## src/rtl/clk_en_monitor_if.sv

```systemverilog
// clk_en_monitor_if: strobe inputs and status outputs of the clock-enable monitor.
interface clk_en_monitor_if #(
    parameter int SAM_PER_SYM = 4
);
    localparam int IW = SAM_PER_SYM > 1 ? $clog2(SAM_PER_SYM) : 1;
    logic          sam_clk_en;
    logic          sym_clk_en;
    logic          locked;
    logic          sam_err;
    logic          sym_err;
    logic [IW-1:0] sam_idx;
    logic [7:0]    err_cnt;
    modport master (
        output sam_clk_en, sym_clk_en,
        input  locked, sam_err, sym_err, sam_idx, err_cnt
    );
    modport slave (
        input  sam_clk_en, sym_clk_en,
        output locked, sam_err, sym_err, sam_idx, err_cnt
    );
endinterface

```

## src/rtl/clk_en_monitor.sv

```systemverilog
// clk_en_monitor: checks sample spacing and symbol framing of clock-enable strobes and tracks lock.
module clk_en_monitor #(
    parameter int CYC_PER_SAM = 4,
    parameter int SAM_PER_SYM = 4,
    parameter int LOCK_CNT    = 4,
    parameter int UNLOCK_CNT  = 2
) (
    input logic             clk,
    input logic             reset,
    clk_en_monitor_if.slave m
);
    localparam int IW = SAM_PER_SYM > 1 ? $clog2(SAM_PER_SYM) : 1;
    localparam int GW = $clog2(CYC_PER_SAM + 2);
    localparam int LW = $clog2(LOCK_CNT + 1);
    localparam int UW = $clog2(UNLOCK_CNT + 1);
    localparam logic [GW-1:0] GAP_NOM   = GW'(CYC_PER_SAM);
    localparam logic [GW-1:0] GAP_MAX   = GW'(CYC_PER_SAM + 1);
    localparam logic [IW-1:0] IDX_LAST  = IW'(SAM_PER_SYM - 1);
    localparam logic [LW-1:0] GOOD_LOCK = LW'(LOCK_CNT);
    localparam logic [UW-1:0] BAD_DROP  = UW'(UNLOCK_CNT);

    typedef enum logic [1:0] {SEARCH, ACQUIRE, LOCKED} state_t;

    state_t        state_q, state_d;
    logic [GW-1:0] gap_q, gap_d;
    logic [IW-1:0] sam_idx_q, sam_idx_d;
    logic [LW-1:0] good_q, good_d;
    logic [UW-1:0] bad_q, bad_d;
    logic [7:0]    err_cnt_q, err_cnt_d;
    logic          seen_q, seen_d, miss_q, miss_d, dirty_q, dirty_d;
    logic          sam_err_q, sam_err_d, sym_err_q, sym_err_d;
    logic          sam, sym, early, missing, sym_fault, active, fault, dirty;

    assign sam = m.sam_clk_en;
    assign sym = m.sym_clk_en;

    always_comb begin
        active    = state_q != SEARCH;
        early     = seen_q && sam && gap_q < GAP_NOM;
        // miss_q keeps a saturated gap from being flagged again until the next strobe
        missing   = seen_q && !sam && gap_q == GAP_MAX && !miss_q;
        sym_fault = sym ? (!sam || sam_idx_q != IDX_LAST) : (sam && sam_idx_q == IDX_LAST);
        sam_err_d = active && (early || missing);
        sym_err_d = active && sym_fault;
        fault     = sam_err_d || sym_err_d;
        dirty     = dirty_q || fault;
        dirty_d   = active && !sym && dirty;
        gap_d     = sam ? GW'(1) : (gap_q == GAP_MAX ? gap_q : gap_q + 1'b1);
        miss_d    = !sam && (miss_q || missing);
        seen_d    = seen_q || sam;
        sam_idx_d = !sam ? sam_idx_q : ((sym || sam_idx_q == IDX_LAST) ? '0 : sam_idx_q + 1'b1);
        err_cnt_d = (fault && err_cnt_q != 8'hff) ? err_cnt_q + 8'd1 : err_cnt_q;
        state_d   = state_q;
        good_d    = good_q;
        bad_d     = bad_q;
        case (state_q)
            SEARCH: if (sym) begin
                state_d = ACQUIRE;
                good_d  = '0;
            end
            ACQUIRE: if (fault || (sym && dirty)) good_d = '0;
            else if (sym) begin
                good_d = good_q + 1'b1;
                if (good_d == GOOD_LOCK) begin
                    state_d = LOCKED;
                    bad_d   = '0;
                end
            end
            LOCKED: if (sym) begin
                bad_d = dirty ? bad_q + 1'b1 : '0;
                if (bad_d == BAD_DROP) state_d = SEARCH;
            end
            default: state_d = SEARCH;
        endcase
    end

    always_ff @(posedge clk) begin
        if (reset) begin
            state_q   <= SEARCH;
            gap_q     <= '0;
            sam_idx_q <= '0;
            good_q    <= '0;
            bad_q     <= '0;
            err_cnt_q <= '0;
            seen_q    <= 1'b0;
            miss_q    <= 1'b0;
            dirty_q   <= 1'b0;
            sam_err_q <= 1'b0;
            sym_err_q <= 1'b0;
        end else begin
            state_q   <= state_d;
            gap_q     <= gap_d;
            sam_idx_q <= sam_idx_d;
            good_q    <= good_d;
            bad_q     <= bad_d;
            err_cnt_q <= err_cnt_d;
            seen_q    <= seen_d;
            miss_q    <= miss_d;
            dirty_q   <= dirty_d;
            sam_err_q <= sam_err_d;
            sym_err_q <= sym_err_d;
        end
    end

    assign m.locked  = state_q == LOCKED;
    assign m.sam_err = sam_err_q;
    assign m.sym_err = sym_err_q;
    assign m.sam_idx = sam_idx_q;
    assign m.err_cnt = err_cnt_q;
endmodule

```

## src/flat_wrapper.sv

```systemverilog
// flat-port wrapper written by rule: the top's interface ports become plain ports
module clk_en_monitor_flat 
#(
    parameter int CYC_PER_SAM = 4,
    parameter int SAM_PER_SYM = 4,
    parameter int LOCK_CNT    = 4,
    parameter int UNLOCK_CNT  = 2
)
  (clk, reset, m_sam_clk_en, m_sym_clk_en, m_locked, m_sam_err, m_sym_err, m_sam_idx, m_err_cnt);
  clk_en_monitor_if #(.SAM_PER_SYM(SAM_PER_SYM)) m_i ();
  input logic clk;
  input logic reset;
  input wire logic [$bits(m_i.sam_clk_en)-1:0] m_sam_clk_en;
  input wire logic [$bits(m_i.sym_clk_en)-1:0] m_sym_clk_en;
  output wire logic [$bits(m_i.locked)-1:0] m_locked;
  output wire logic [$bits(m_i.sam_err)-1:0] m_sam_err;
  output wire logic [$bits(m_i.sym_err)-1:0] m_sym_err;
  output wire logic [$bits(m_i.sam_idx)-1:0] m_sam_idx;
  output wire logic [$bits(m_i.err_cnt)-1:0] m_err_cnt;
  assign m_i.sam_clk_en = m_sam_clk_en;
  assign m_i.sym_clk_en = m_sym_clk_en;
  assign m_locked = m_i.locked;
  assign m_sam_err = m_i.sam_err;
  assign m_sym_err = m_i.sym_err;
  assign m_sam_idx = m_i.sam_idx;
  assign m_err_cnt = m_i.err_cnt;
  clk_en_monitor #(.CYC_PER_SAM(CYC_PER_SAM), .SAM_PER_SYM(SAM_PER_SYM), .LOCK_CNT(LOCK_CNT), .UNLOCK_CNT(UNLOCK_CNT)) u_core (.clk(clk), .reset(reset), .m(m_i));
endmodule
```

## config.mk

```make
export PLATFORM = sky130hd
export DESIGN_NAME = clk_en_monitor_flat
export DESIGN_NICKNAME = d
export VERILOG_FILES = /design/src/rtl/clk_en_monitor_if.sv /design/src/rtl/clk_en_monitor.sv /design/src/flat_wrapper.sv
export SDC_FILE = /design/constraint.sdc
export NUM_CORES = 1
export LEC_CHECK = 0
export ABC_AREA = 1
export CAP_MARGIN = 20
export CORE_UTILIZATION = 58
export DETAILED_ROUTE_END_ITERATION = 7
export PLACE_DENSITY = 0.89
export SKIP_CTS_REPAIR_TIMING = 1
export SYNTH_ARGS = -nofsm -noshare
export SYNTH_HDL_FRONTEND = slang
export SYNTH_SLANG_ARGS = --single-unit
```

## constraint.sdc

```tcl
create_clock -name clk -period 2.6 [get_ports clk]
set_clock_uncertainty 0.05 [all_clocks]
set_input_delay 0.52 -clock clk [delete_from_list [all_inputs] [get_ports clk]]
set_output_delay 0.52 -clock clk [all_outputs]
set_load 0.02 [all_outputs]
```

After elaboration in Yosys (flattened, before gate mapping). Index checks and enable logic that the tools add are counted.

Register bits after elaboration: 25. Input bits: 4. Output and inout port bits: 13. Logic and storage cells: 87.

Add/sub/neg operators: 5. $lt $le $gt $ge: 1. Equality and inequality tests: 16. Mux-type cells: 21. Reductions and logical operators: 32.

Operators by type and width (count): $mux W2 (12); $logic_and A1 B1 Y1 (13); $ne A2 B2 Y1 const B (6); $mux W3 (3); $add A8 B1 Y8 const B (1); $logic_or A1 B1 Y1 (8); $ne A8 B8 Y1 const B (1); $add A3 B1 Y3 const B (2); $eq A2 B2 Y1 const B (3); $eq A3 B3 Y1 const B (2); $pmux W2 S3 (1); $pmux W3 S2 (1); $reduce_and A6 Y1 (1); $reduce_bool A2 Y1 (3); $reduce_and A5 Y1 (1); $add A2 B1 Y2 const B (2); $ne A2 B1 Y1 const B (2); $pmux W2 S2 (1); $logic_not A1 Y1 (3); $lt A3 B3 Y1 const B (1); $mux W1 (3); $ne A3 B2 Y1 const B (1); $reduce_and A3 Y1 (1); $eq A2 B1 Y1 const B (1); 2 further kinds (2).

Depth between registers and ports, before layout. Gate-level depths: netlist (run 1).

Depth after elaboration: 13. Gate-level depth with buffers: 13. Depth with buffers taken out: 13.

Worst setup path before layout (run 1). OpenSTA, ideal clock, no wires.

Path kind: reg-to-reg. From: register u_core.sam_idx_q[0] (netlist: u_core.m.sam_idx[0]). To: register u_core.good_q[0]. Setup time: 0.114 ns. Arrival time: 1.433 ns. Required time: 2.436 ns. Path slack: 1.003 ns. Stages on the path, launching flop included: 11. Path buffers: 0. Clock period less this slack: 1.597 ns. Cell sequence: dfxtp_1 -> ha_1 -> nand3_2 -> nand2_2 -> nand3_4 -> nand2_4 -> nand2_4 -> a21oi_4 -> nand2_1 -> nand2_1 -> nor2_1.

Cells in the longest elaborated chain, start to end: 10. Elaborated cells between the ends (all ways): 14. Those cells by class: 3 x eq/ne; 3 x mux; 8 x reduce/logical.

RTL lines: from (decl) (RTL line clk_en_monitor.sv:26) `logic [IW-1:0] sam_idx_q, sam_idx_d;`; from (signal assigned) (RTL line clk_en_monitor.sv:93) `sam_idx_q <= sam_idx_d;`; $eq A2 B2 Y1 / $ne A2 B2 Y1 (equally long branches) (RTL line clk_en_monitor.sv:42) `sym_fault = sym ? (!sam || sam_idx_q != IDX_LAST) : (sam && sam_idx_q == IDX_LAST);`; $logic_and A1 B1 Y1 / $logic_or A1 B1 Y1 (equally long branches) (RTL line clk_en_monitor.sv:42); $mux W1 * (RTL line clk_en_monitor.sv:42); $logic_and A1 B1 Y1 * (RTL line clk_en_monitor.sv:44) `sym_err_d = active && sym_fault;`; $logic_or A1 B1 Y1 * (RTL line clk_en_monitor.sv:45) `fault = sam_err_d || sym_err_d;`; $logic_or A1 B1 Y1 (RTL line clk_en_monitor.sv:46) `dirty = dirty_q || fault;`; $logic_and A1 B1 Y1 (RTL line clk_en_monitor.sv:61) `ACQUIRE: if (fault || (sym && dirty)) good_d = '0;`; $logic_or A1 B1 Y1 * (RTL line clk_en_monitor.sv:61); $ne A3 B2 Y1 (no source line) / $mux W3 (equally long branches); $reduce_and A3 Y1 (no source line) / $pmux W3 S2 (equally long branches); to (signal assigned) (RTL line clk_en_monitor.sv:94) `good_q <= good_d;`; to (decl) (RTL line clk_en_monitor.sv:27) `logic [LW-1:0] good_q, good_d;`.

Mark *: on every way between the ends. The rest lies on a longest branch, timed or not. A chain may end at the register's enable or synchronous reset.

Worst setup path after layout (run 1).
From: register u_core.state_q[1]. To: output port m_locked.

Cells in the longest elaborated chain, start to end: 1.

RTL lines: from (decl) (RTL line clk_en_monitor.sv:24) `state_t state_q, state_d;`; from (signal assigned) (RTL line clk_en_monitor.sv:91) `state_q <= state_d;`; $eq A2 B2 Y1 (RTL line clk_en_monitor.sv:105) `assign m.locked = state_q == LOCKED;`; to (decl) (RTL line flat_wrapper.sv:15) `output wire logic [$bits(m_i.locked)-1:0] m_locked;`.

Every way passes these cells.

==> results of run 1 <==
## logic make-up (layout without fill, tap and decap cells)
| family | after synthesis | in the layout | share of synthesized area [%] |
|---|---|---|---|
| xor gates and xnor gates | 6 | 6 | 3.87 |
| buffers and inverters | 30 | 49 | 8.38 |
| AOI/OAI and AO/OA | 26 | 26 | 11.2 |
| adders and majority gates | 6 | 6 | 5.52 |
| DFF | 25 | 25 | 36.8 |
| and+or+nand+nor | 87 | 87 | 34.2 |
## metal layers
layer | vias up | GRT usage, % | wire length [µm]
met4 | 0 | 12.5 | 36
met1 | 546 | 28.7 | 1180
met2 | 29 | 42.2 | 1330
met3 | 5 | 4.24 | 93
li1 | 615 | - | -
met5 | - | 0 | 0
## registers in the layout, indices dropped and copies added (netlist names)
signal,count
u_core.seen_q,1
u_core.m.sam_err,1
u_core.state_q,2
u_core.bad_q,2
u_core.gap_q,3
u_core.miss_q,1
u_core.m.err_cnt,8
u_core.m.sym_err,1
u_core.dirty_q,1
u_core.good_q,3
u_core.m.sam_idx,2
## synth_stat cells
cell / count
sky130_fd_sc_hd__nand3_2: 4
sky130_fd_sc_hd__nand4_1: 3
sky130_fd_sc_hd__o21ai_0: 5
sky130_fd_sc_hd__a21oi_1: 14
sky130_fd_sc_hd__a32o_1: 1
sky130_fd_sc_hd__dfxtp_1: 25
sky130_fd_sc_hd__ha_1: 6
sky130_fd_sc_hd__a211oi_1: 1
sky130_fd_sc_hd__nor3_1: 5
sky130_fd_sc_hd__nor2_2: 2
sky130_fd_sc_hd__inv_2: 3
sky130_fd_sc_hd__nand2_2: 5
sky130_fd_sc_hd__or2_2: 1
sky130_fd_sc_hd__nand3_4: 2
sky130_fd_sc_hd__a21oi_2: 1
sky130_fd_sc_hd__nand3_1: 10
sky130_fd_sc_hd__o21ai_1: 3
sky130_fd_sc_hd__a21oi_4: 1
sky130_fd_sc_hd__xor2_1: 1
sky130_fd_sc_hd__nor2_1: 20
sky130_fd_sc_hd__clkbuf_1: 1
sky130_fd_sc_hd__buf_2: 1
sky130_fd_sc_hd__nor2_8: 1
sky130_fd_sc_hd__nand2_1: 31
sky130_fd_sc_hd__xnor2_1: 5
sky130_fd_sc_hd__inv_1: 25
sky130_fd_sc_hd__nand2_4: 3
## worst max-delay path, cell delays in order (launching register included)
cell,delay (ns)
sky130_fd_sc_hd__dfxtp_1,0.55
sky130_fd_sc_hd__inv_1,0.07
sky130_fd_sc_hd__nor2_1,0.22
sky130_fd_sc_hd__clkdlybuf4s50_1,0.66
## power by group
group,switching (mW),internal (mW),leakage (nW)
registers,0.0189,0.402,0.204
logic,0.0953,0.0568,0.429
clock network,0.120,0.0602,0.0150
## final cells by class
class                           count  share of cell area [%]
Multi-Input combinational cell    125                    47.1
Sequential cell                    25                    31.7
Timing Repair Buffer               17                    10.6
Inverter                           28                    6.66
Tap cell                           28                    2.22
Clock buffer                        4                    1.66
## cells in the final DEF (no fill, tap or decap), drive strengths merged, types with 3 or more instances in the layout
| cell | count |
|---|---|
| a21oi | 16 |
| clkbuf | 4 |
| clkdlybuf4s50 | 16 |
| dfxtp | 25 |
| ha | 6 |
| inv | 28 |
| nand2 | 39 |
| nand3 | 16 |
| nand4 | 3 |
| nor2 | 23 |
| nor3 | 5 |
| o21ai | 8 |
| xnor2 | 5 |
## through the flow
step / util, % / power (mW) / hold WS, ns / cells / cell area (µm²)
after global routing: 71.4 / 0.793 / 0.480 / 227 / 1580
after detailed placement: 70.2 / 0.580 / 0.425 / 223 / 1550
final: 71.4 / 0.753 / 0.439 / 227 / 1580
after CTS: 71.4 / 0.757 / 0.444 / 227 / 1580
after global placement: 70.2 / 0.570 / 0.411 / 223 / 1550
after floorplan: - / 0.536 / 0.401 / 180 / 1360
## final timing paths
path | startpoint | slack, ns | end
worst max register to register | u_core.gap_q[1] | 0.92 | u_core.good_q[2]
worst max-delay path | u_core.state_q[1] | 0.20 | m_locked
worst min-delay path | u_core.miss_q | 0.44 | u_core.miss_q
worst min register to register | u_core.miss_q | 0.44 | u_core.miss_q
==> impl_metrics.json, run 1 <==
{
  "outcome": "completed",
  "mappedNetlistArea_um2": 1360,
  "period_needed_ns": 2.40,
  "final.setup.tns_ns": 0,
  "worst_ir_drop_vdd_uv": 367,
  "clk_transition_reported_paths_ns": 0.14,
  "insertion_delay_of_the_later_clocked_pin_in_the_worst_skew_pair_ns": 0.33,
  "route.detailed.drc": 0,
  "drt_pass1_iterations": 4,
  "cts_root_buffer": "sky130_fd_sc_hd__clkbuf_4",
  "synth.net_count": 190,
  "fraction_of_final_layout_cells_with_drive_strength_greater_than_1_pct": 13.6,
  "overflow": 0,
  "total_clock_buffers_created_by_cts": 3,
  "reg2reg_depth": 12,
  "area.growth.synth_to_final_pct": 16.2,
  "route.antenna.remaining_nets": 0,
  "crit_path_end_kind": "primary output",
  "synth_top_cells_by_area": "sky130_fd_sc_hd__dfxtp_1 (37%), sky130_fd_sc_hd__nand2_1 (8.6%), sky130_fd_sc_hd__inv_1 (6.9%)",
  "pre_cts_slack_ns": 0.424,
  "cts_htree_levels": 1,
  "slew_headroom_pct": 70.4,
  "cp_max_fo": 6,
  "multi_input_area_um2": 744,
  "finalWirelength_um": 2640,
  "cts_tree": "built",
  "mean_syn_cell_area_um2": 7.55,
  "cp_launch_type": "flop",
  "io_buffers": 16,
  "slew_viol_final": 0,
  "design.die.area_um2": 2540,
  "first_iter_violations": 34,
  "grt_start_max_net_pins": 14,
  "initial_core_util_pct": 61.4,
  "gp_congestion": 0.858,
  "criticalPathCategory": "reg -> out",
  "synth_cells": 180,
  "synth_top_cell_by_area": "sky130_fd_sc_hd__dfxtp_1",
  "vias_in_the_first_global_route": 1171,
  "dp_hpwl_um": 2050,
  "antenna_cells_inserted": 0,
  "crit_arrival_ns": 1.83,
  "timing.fmax_mhz": 417,
  "ys_types": 27,
  "core_area_um2": 2210,
  "power.density_cell_area_nw_per_um2": 477,
  "post_drt_wl_per_cell_um": 11.6,
  "post-route-period-util_pct": 92.3,
  "rsz_0062_raised_after_global_routing": "no",
  "worst_slew_pin_slew_ns": 0.441,
  "fin_nets": 210,
  "die_height_um": 50.4,
  "route.vias.total": 1195,
  "static-leakage-power_nw": 0.648,
  "final.fill_count": 190,
  "number_of_clock_sinks_seen_by_cts": 25,
  "antenna_violations_before_repair": 0,
  "dieWidth_um": 50.4,
  "synth_seq_area_share_pct": 36.8,
  "maxCapViolations": 0,
  "ys_warn_count": 0,
  "report.final.hold_viol_count": 0,
  "hp-class": "reg -> reg",
  "clock_path_buffers": 2,
  "ys_seq_elements": 25,
  "synth.top_cell.area_share_pct": 36.8,
  "hold_path_depth": 2,
  "core.rowCount": 17,
  "timing.final.setup_violations": 0,
  "required_ns": 2.03,
  "global_route.usage.total_pct": 24.4,
  "drt-vias-per-instance": 5.26,
  "layout.area.seq_um2": 500,
  "final.setup.worst_slack_ns": 0.199,
  "grt_first_pass_wirelength_um": 4770,
  "top_level_ports": 17
}
Power figures use the tool's default switching activity.
==> inputs of run 2 (changes only) <==
Settings changed: CAP_MARGIN 20 to not set, SKIP_LAST_GASP set to 1, SLEW_MARGIN set to 10.
==> results of run 2 <==
No change in the layout: final DEF, timing and power equal those of run 1.
==> inputs of run 3 (changes only) <==
Settings changed: CTS_CLUSTER_SIZE set to 24.
==> results of run 3 <==
No change in the layout: final DEF, timing and power equal those of run 1.
==> variant 1: new RTL, config.mk and constraints of run 3 <==
`SAM_PER_SYM` is set to 4 in 3 places; all go to 8.
--- a/src/rtl/clk_en_monitor_if.sv
+++ b/src/rtl/clk_en_monitor_if.sv
@@ -1,6 +1,6 @@
 // clk_en_monitor_if: strobe inputs and status outputs of the clock-enable monitor.
 interface clk_en_monitor_if #(
-    parameter int SAM_PER_SYM = 4
+    parameter int SAM_PER_SYM = 8
 );
     localparam int IW = SAM_PER_SYM > 1 ? $clog2(SAM_PER_SYM) : 1;
     logic          sam_clk_en;
--- a/src/rtl/clk_en_monitor.sv
+++ b/src/rtl/clk_en_monitor.sv
@@ -1,7 +1,7 @@
 // clk_en_monitor: checks sample spacing and symbol framing of clock-enable strobes and tracks lock.
 module clk_en_monitor #(
     parameter int CYC_PER_SAM = 4,
-    parameter int SAM_PER_SYM = 4,
+    parameter int SAM_PER_SYM = 8,
     parameter int LOCK_CNT    = 4,
     parameter int UNLOCK_CNT  = 2
 ) (
--- a/src/flat_wrapper.sv
+++ b/src/flat_wrapper.sv
@@ -2,7 +2,7 @@
 module clk_en_monitor_flat 
 #(
     parameter int CYC_PER_SAM = 4,
-    parameter int SAM_PER_SYM = 4,
+    parameter int SAM_PER_SYM = 8,
     parameter int LOCK_CNT    = 4,
     parameter int UNLOCK_CNT  = 2
 )
Ports: changed (resized m_sam_idx); port bits go from 17 to 18. No check against the original RTL was run, so the function may have changed too.
==> variant 1 against run 3 <==
Fmax increased by 8.3%. Total power is 0.18% higher. Design area up 0.16%. Setup slack improved by 0.18 ns. Area after synthesis decreased by 0.55%. Sequential share of layout area rose by 1.2 points. Sequential cell count rose by 1. Wire length rose by 2.0%. Highest routed layer unchanged. Via count rose by 0.25%. Die area decreased by 0.52%.
==> variant 1: results (changes against run 3) <==
\begin{tabular}{lr}
\hline
Metric & Value \\
\hline
\multicolumn{2}{l}{\textbf{Pwr}} \\
\quad Sequential logic power & 0.425 mW (+1\%) \\
\quad Static leakage & 0.6577 nW (+1.5\%) \\
\quad Power Internal & 0.5431 mW (+4.7\%) \\
\quad VDD IR-drop max & 309.5 uV (-16\%) \\
\quad Relative contribution of the clock network to total power & 27.8\% (+3.9 points) \\
\multicolumn{2}{l}{\textbf{Outcome}} \\
\quad Result of the run & complete, no violations \\
\multicolumn{2}{l}{\textbf{Yosys}} \\
\quad Compound-Gate Fraction of Synth Area & 12.69\% (+1.5 points) \\
\quad Share of synthesized cell area in full adder, half adder and majority cells & 6.481\% (+0.96 points) \\
\quad Fraction of the yosys area taken by sequential cells & 38.52\% (+1.7 points) \\
\quad Number of nets in the synthesized netlist & 189 (-0.53\%) \\
\quad Mapped Avg Cell Area & 7.592 um2 (+0.56\%) \\
\quad Commonest cells in the netlist & nand2\_1, dfxtp\_1, inv\_1, a21oi\_1, nor2\_1 \\
\quad Number of unique standard cell types used by synthesis & 29 (+7.4\%) \\
\quad Area contributors post-synth & dfxtp\_1, nand2\_1, ha\_1 \\
\multicolumn{2}{l}{\textbf{Routing}} \\
\quad Initial detailed-routing violation count & 23 (-32\%) \\
\quad Routed wire length & 2.692 mm (+2.0\%) \\
\quad Length of routed wiring on met1 & 1.283 mm (+8.8\%) \\
\quad WL met2 & 1.290 mm (-2.9\%) \\
\quad Total met3 wirelength after detailed routing & 66 um (-29\%) \\
\quad Drt via density & 5.324 (+1.1\%) \\
\multicolumn{2}{l}{\textbf{Final layout}} \\
\quad Fin nets & 209 (-0.48\%) \\
\quad Proportion of layout cells with a drive suffix above 1 & 12.18\% (-1.4 points) \\
\multicolumn{2}{l}{\textbf{Setup path}} \\
\quad Worst Path Arrival & 1.65 ns (-0.18 ns) \\
\multicolumn{2}{l}{\textbf{Global routing}} \\
\quad First-pass GRT wire length & 4.678 mm (-1.9\%) \\
\quad Pin count of the biggest net entering global routing & 15 (+1) \\
\quad GR Util met1 & 30.08\% (+1.3 points) \\
\quad Met2 Track Usage GR & 40.89\% (-1.3 points) \\
\quad Met3 track utilization from global routing & 2.727\% (-1.5 points) \\
\quad Aggregate global-route resource usage & 24.36\% (-0.081 points) \\
\quad Via count of the first global-routing pass & 1098 (-6.2\%) \\
\multicolumn{2}{l}{\textbf{Placement}} \\
\quad Post-DP HPWL & 2.014 mm (-1.9\%) \\
\quad Cell count after placement & 221 (-0.90\%) \\
\quad Post-placement setup slack & 0.3387 ns (-0.08515 ns) \\
\quad Final GP Congestion & 0.8527 (-0.63\%) \\
\quad Port Buf Inserts & 17 (+1) \\
\multicolumn{2}{l}{\textbf{Clock network}} \\
\quad Largest buffer count on any clock path & 2 (unchanged) \\
\hline
\end{tabular}
==> variant 1: cell count changes after synthesis, sizes merged, moves of 2 or more <==
cell,run 3,this run
nand2,39,42
nor3,5,3
nor2,23,19
xnor2,5,3
xor2,1,4
nand3,16,12
a21oi,16,19
inv,28,24
==> variant 1: layout make-up <==
cell class / count / area (um2)
multi-input cells: 125 / 721.9
fillers: 174 / 630.6
flip-flops and latches: 26 / 520.5
repair buffers: 18 / 177.7
inverters: 24 / 90.09
clock buffers: 4 / 36.28
well taps: 28 / 35.03
==> variant 1: worst paths after layout <==
path,start,end,slack [ns],cells after the start
max,u_core.state_q[1]$_SDFFE_PP0P_,m_locked,0.38,3
min,u_core.bad_q[0]$_SDFFE_PP0P_,u_core.bad_q[0]$_SDFFE_PP0P_,0.43,2
max reg2reg,u_core.m.sam_idx[0]$_SDFFE_PP0P_,u_core.bad_q[1]$_SDFFE_PP0P_,0.77,12
min reg2reg,u_core.bad_q[0]$_SDFFE_PP0P_,u_core.bad_q[0]$_SDFFE_PP0P_,0.43,2
==> variant 1: critical path, cell delays in order, from the launching register on <==
cell	delay (ns)
dfxtp_1	0.42
inv_1	0.07
nor2_1	0.19
clkdlybuf4s50_1	0.64
==> variant 1: through the flow <==
step                total power [mW]  utilization (%)  area (um2)
global route                  0.7875            71.49        1582
global placement              0.5469            69.85        1545
CTS                           0.7544            71.49        1582
finish                        0.7542            71.49        1582
floorplan                     0.5163                -        1351
detailed placement            0.5516            69.85        1545
==> variant 1: cell families (layout without fill, tap and decap cells) <==
logic type | after synthesis | count (layout)
compound gates | 30 | 30
xor+xnor | 7 | 7
fa+ha+maj | 7 | 7
buf+inv | 27 | 46
flops | 26 | 26
simple gates | 81 | 81
==> variant 2: new RTL, flow settings as in run 3 <==
Without the edit above. The 3 states of `state_t` get a one-hot encoding in 3 bits.
--- a/src/rtl/clk_en_monitor.sv
+++ b/src/rtl/clk_en_monitor.sv
@@ -19,7 +19,7 @@
     localparam logic [LW-1:0] GOOD_LOCK = LW'(LOCK_CNT);
     localparam logic [UW-1:0] BAD_DROP  = UW'(UNLOCK_CNT);
 
-    typedef enum logic [1:0] {SEARCH, ACQUIRE, LOCKED} state_t;
+    typedef enum logic [2:0] {SEARCH = 3'b001, ACQUIRE = 3'b010, LOCKED = 3'b100} state_t;
 
     state_t        state_q, state_d;
     logic [GW-1:0] gap_q, gap_d;
Behaviour: same outputs for any inputs over 10 cycles, from zero or initial values and one cycle with reset high; not proved beyond that.
==> variant 2 against run 3 <==
Area after synthesis increased by 1.6%. Sequential share of layout area increased by 0.30 points. Setup slack improved by 0.23 ns. Wire length increased by 7.7%. Design area increased by 3.0%. Highest routed layer unchanged. Register-to-register slack got worse by 0.05 ns. Sequential cell count increased by 1. Critical path type unchanged.
Power is not compared: it rests on default switching activity, and its combinational part moved more than twofold at a synthesized area within 25%.
==> variant 2: results (changes against run 3) <==
\begin{tabular}{lr}
\hline
Metric & Value \\
\hline
\multicolumn{2}{l}{\textbf{Setup path}} \\
\quad Maximum fanout along the worst path & 3 (-3) \\
\quad Worst Path Arrival & 1.60 ns (-0.23 ns) \\
\quad Stage delay of the slowest cell on the critical path & 0.61 ns (-0.05 ns) \\
\quad Launch point of the worst reg-to-reg path & u\_core.gap\_q[0]\$\_SDFFE\_PP0P\_ \\
\multicolumn{2}{l}{\textbf{Routing}} \\
\quad Routed wire length & 2.842 mm (+7.7\%) \\
\quad Total met3 wirelength after detailed routing & 126 um (+35\%) \\
\quad Initial detailed-routing violation count & 21 (-38\%) \\
\multicolumn{2}{l}{\textbf{Yosys}} \\
\quad Number of nets in the synthesized netlist & 193 (+1.6\%) \\
\quad Number of unique standard cell types used by synthesis & 24 (-11\%) \\
\quad Commonest cells in the netlist & nand2\_1, dfxtp\_1, inv\_1, nor2\_1, a21oi\_1 \\
\quad Count of mapped cells out of synthesis & 183 (+1.7\%) \\
\quad Compound-Gate Fraction of Synth Area & 11.70\% (+0.46 points) \\
\quad Area contributors post-synth & dfxtp\_1, nand2\_1, inv\_1 \\
\quad Xor/xnor cell area share of the yosys netlist & 3.808\% (-0.060 points) \\
\quad Share of synthesized cell area in full adder, half adder and majority cells & 5.440\% (-0.085 points) \\
\multicolumn{2}{l}{\textbf{Placement}} \\
\quad Final GP Congestion & 0.8533 (-0.56\%) \\
\quad Post-placement setup slack & 0.3617 ns (-0.06211 ns) \\
\quad Cell count after placement & 226 (+1.3\%) \\
\quad Post-DP HPWL & 2.169 mm (+5.7\%) \\
\multicolumn{2}{l}{\textbf{Global routing}} \\
\quad Via count of the first global-routing pass & 1206 (+3.0\%) \\
\quad Pin count of the biggest net entering global routing & 16 (+2) \\
\quad Aggregate global-route resource usage & 25.68\% (+1.2 points) \\
\multicolumn{2}{l}{\textbf{Final layout}} \\
\quad Fin nets & 213 (+1.4\%) \\
\quad Final core utilization & 72.83\% (+1.4 points) \\
\quad Fill cell instance count of the final layout & 188 (-1.1\%) \\
\quad Proportion of layout cells with a drive suffix above 1 & 14.85\% (+1.3 points) \\
\multicolumn{2}{l}{\textbf{STA}} \\
\quad Relative slew slack & 74.76\% (+4.4 points) \\
\multicolumn{2}{l}{\textbf{Outcome}} \\
\quad Result of the run & complete, no violations \\
\hline
\end{tabular}
-- variant 2: cell count changes in the layout (fill, tap and decap cells not counted), moves of 2 or more --
cell / change
o21ai_0: +3
nor2_1: +4
nand2_2: +2
nor3_1: -4
nor2_2: -2
-- variant 2: path summary, 6_finish.rpt --
path	slack, ns	end	depth (start not counted)
hold reg to reg	0.45	u_core.miss_q$_SDFF_PP0_	2
setup / recovery	0.43	m_locked	4
setup reg to reg	0.87	u_core.good_q[0]$_SDFFE_PP0P_	12
hold / removal	0.45	u_core.miss_q$_SDFF_PP0_	2
-- variant 2: layout make-up --
class	count	share of cell area [%]
Clock inverter	1	1.846
Clock buffer	3	1.385
Multi-Input combinational cell	127	45.85
Tap cell	28	2.154
Inverter	28	6.462
Sequential cell	26	32.00
Timing Repair Buffer	17	10.31
-- variant 2: logic make-up after synthesis --
family	count (synthesis)
buffers and inverters	30
AO/OA/AOI/OAI	29
adder cells (fa/ha/maj)	6
flip-flops	26
XOR/XNOR	6
AND/OR/NAND/NOR	86
-- variant 2: metal layers --
metal  GRT usage (%)  vias to the layer above
met3           4.848                        9
met4           12.50                        0
li1                -                      623
met2           44.89                       28
met1           29.72                      570
met5               0                        -
-- variant 2: power by group through the flow --
stage | registers (mW) | logic, mW | clock network [mW]
after floorplan | 0.512 | 0.329 | 0
after global placement | 0.491 | 0.448 | 0
after detailed placement | 0.493 | 0.472 | 0
after CTS | 0.484 | 0.476 | 0.280
after global routing | 0.491 | 0.530 | 0.292
final | 0.484 | 0.475 | 0.276
-- variant 2: worst max-delay path, delay by kind of cell (launching register included) --
family	cells	cell delay, ns
buffers and inverters	3	0.82
AND/OR/NAND/NOR	1	0.11
flip-flops	1	0.34
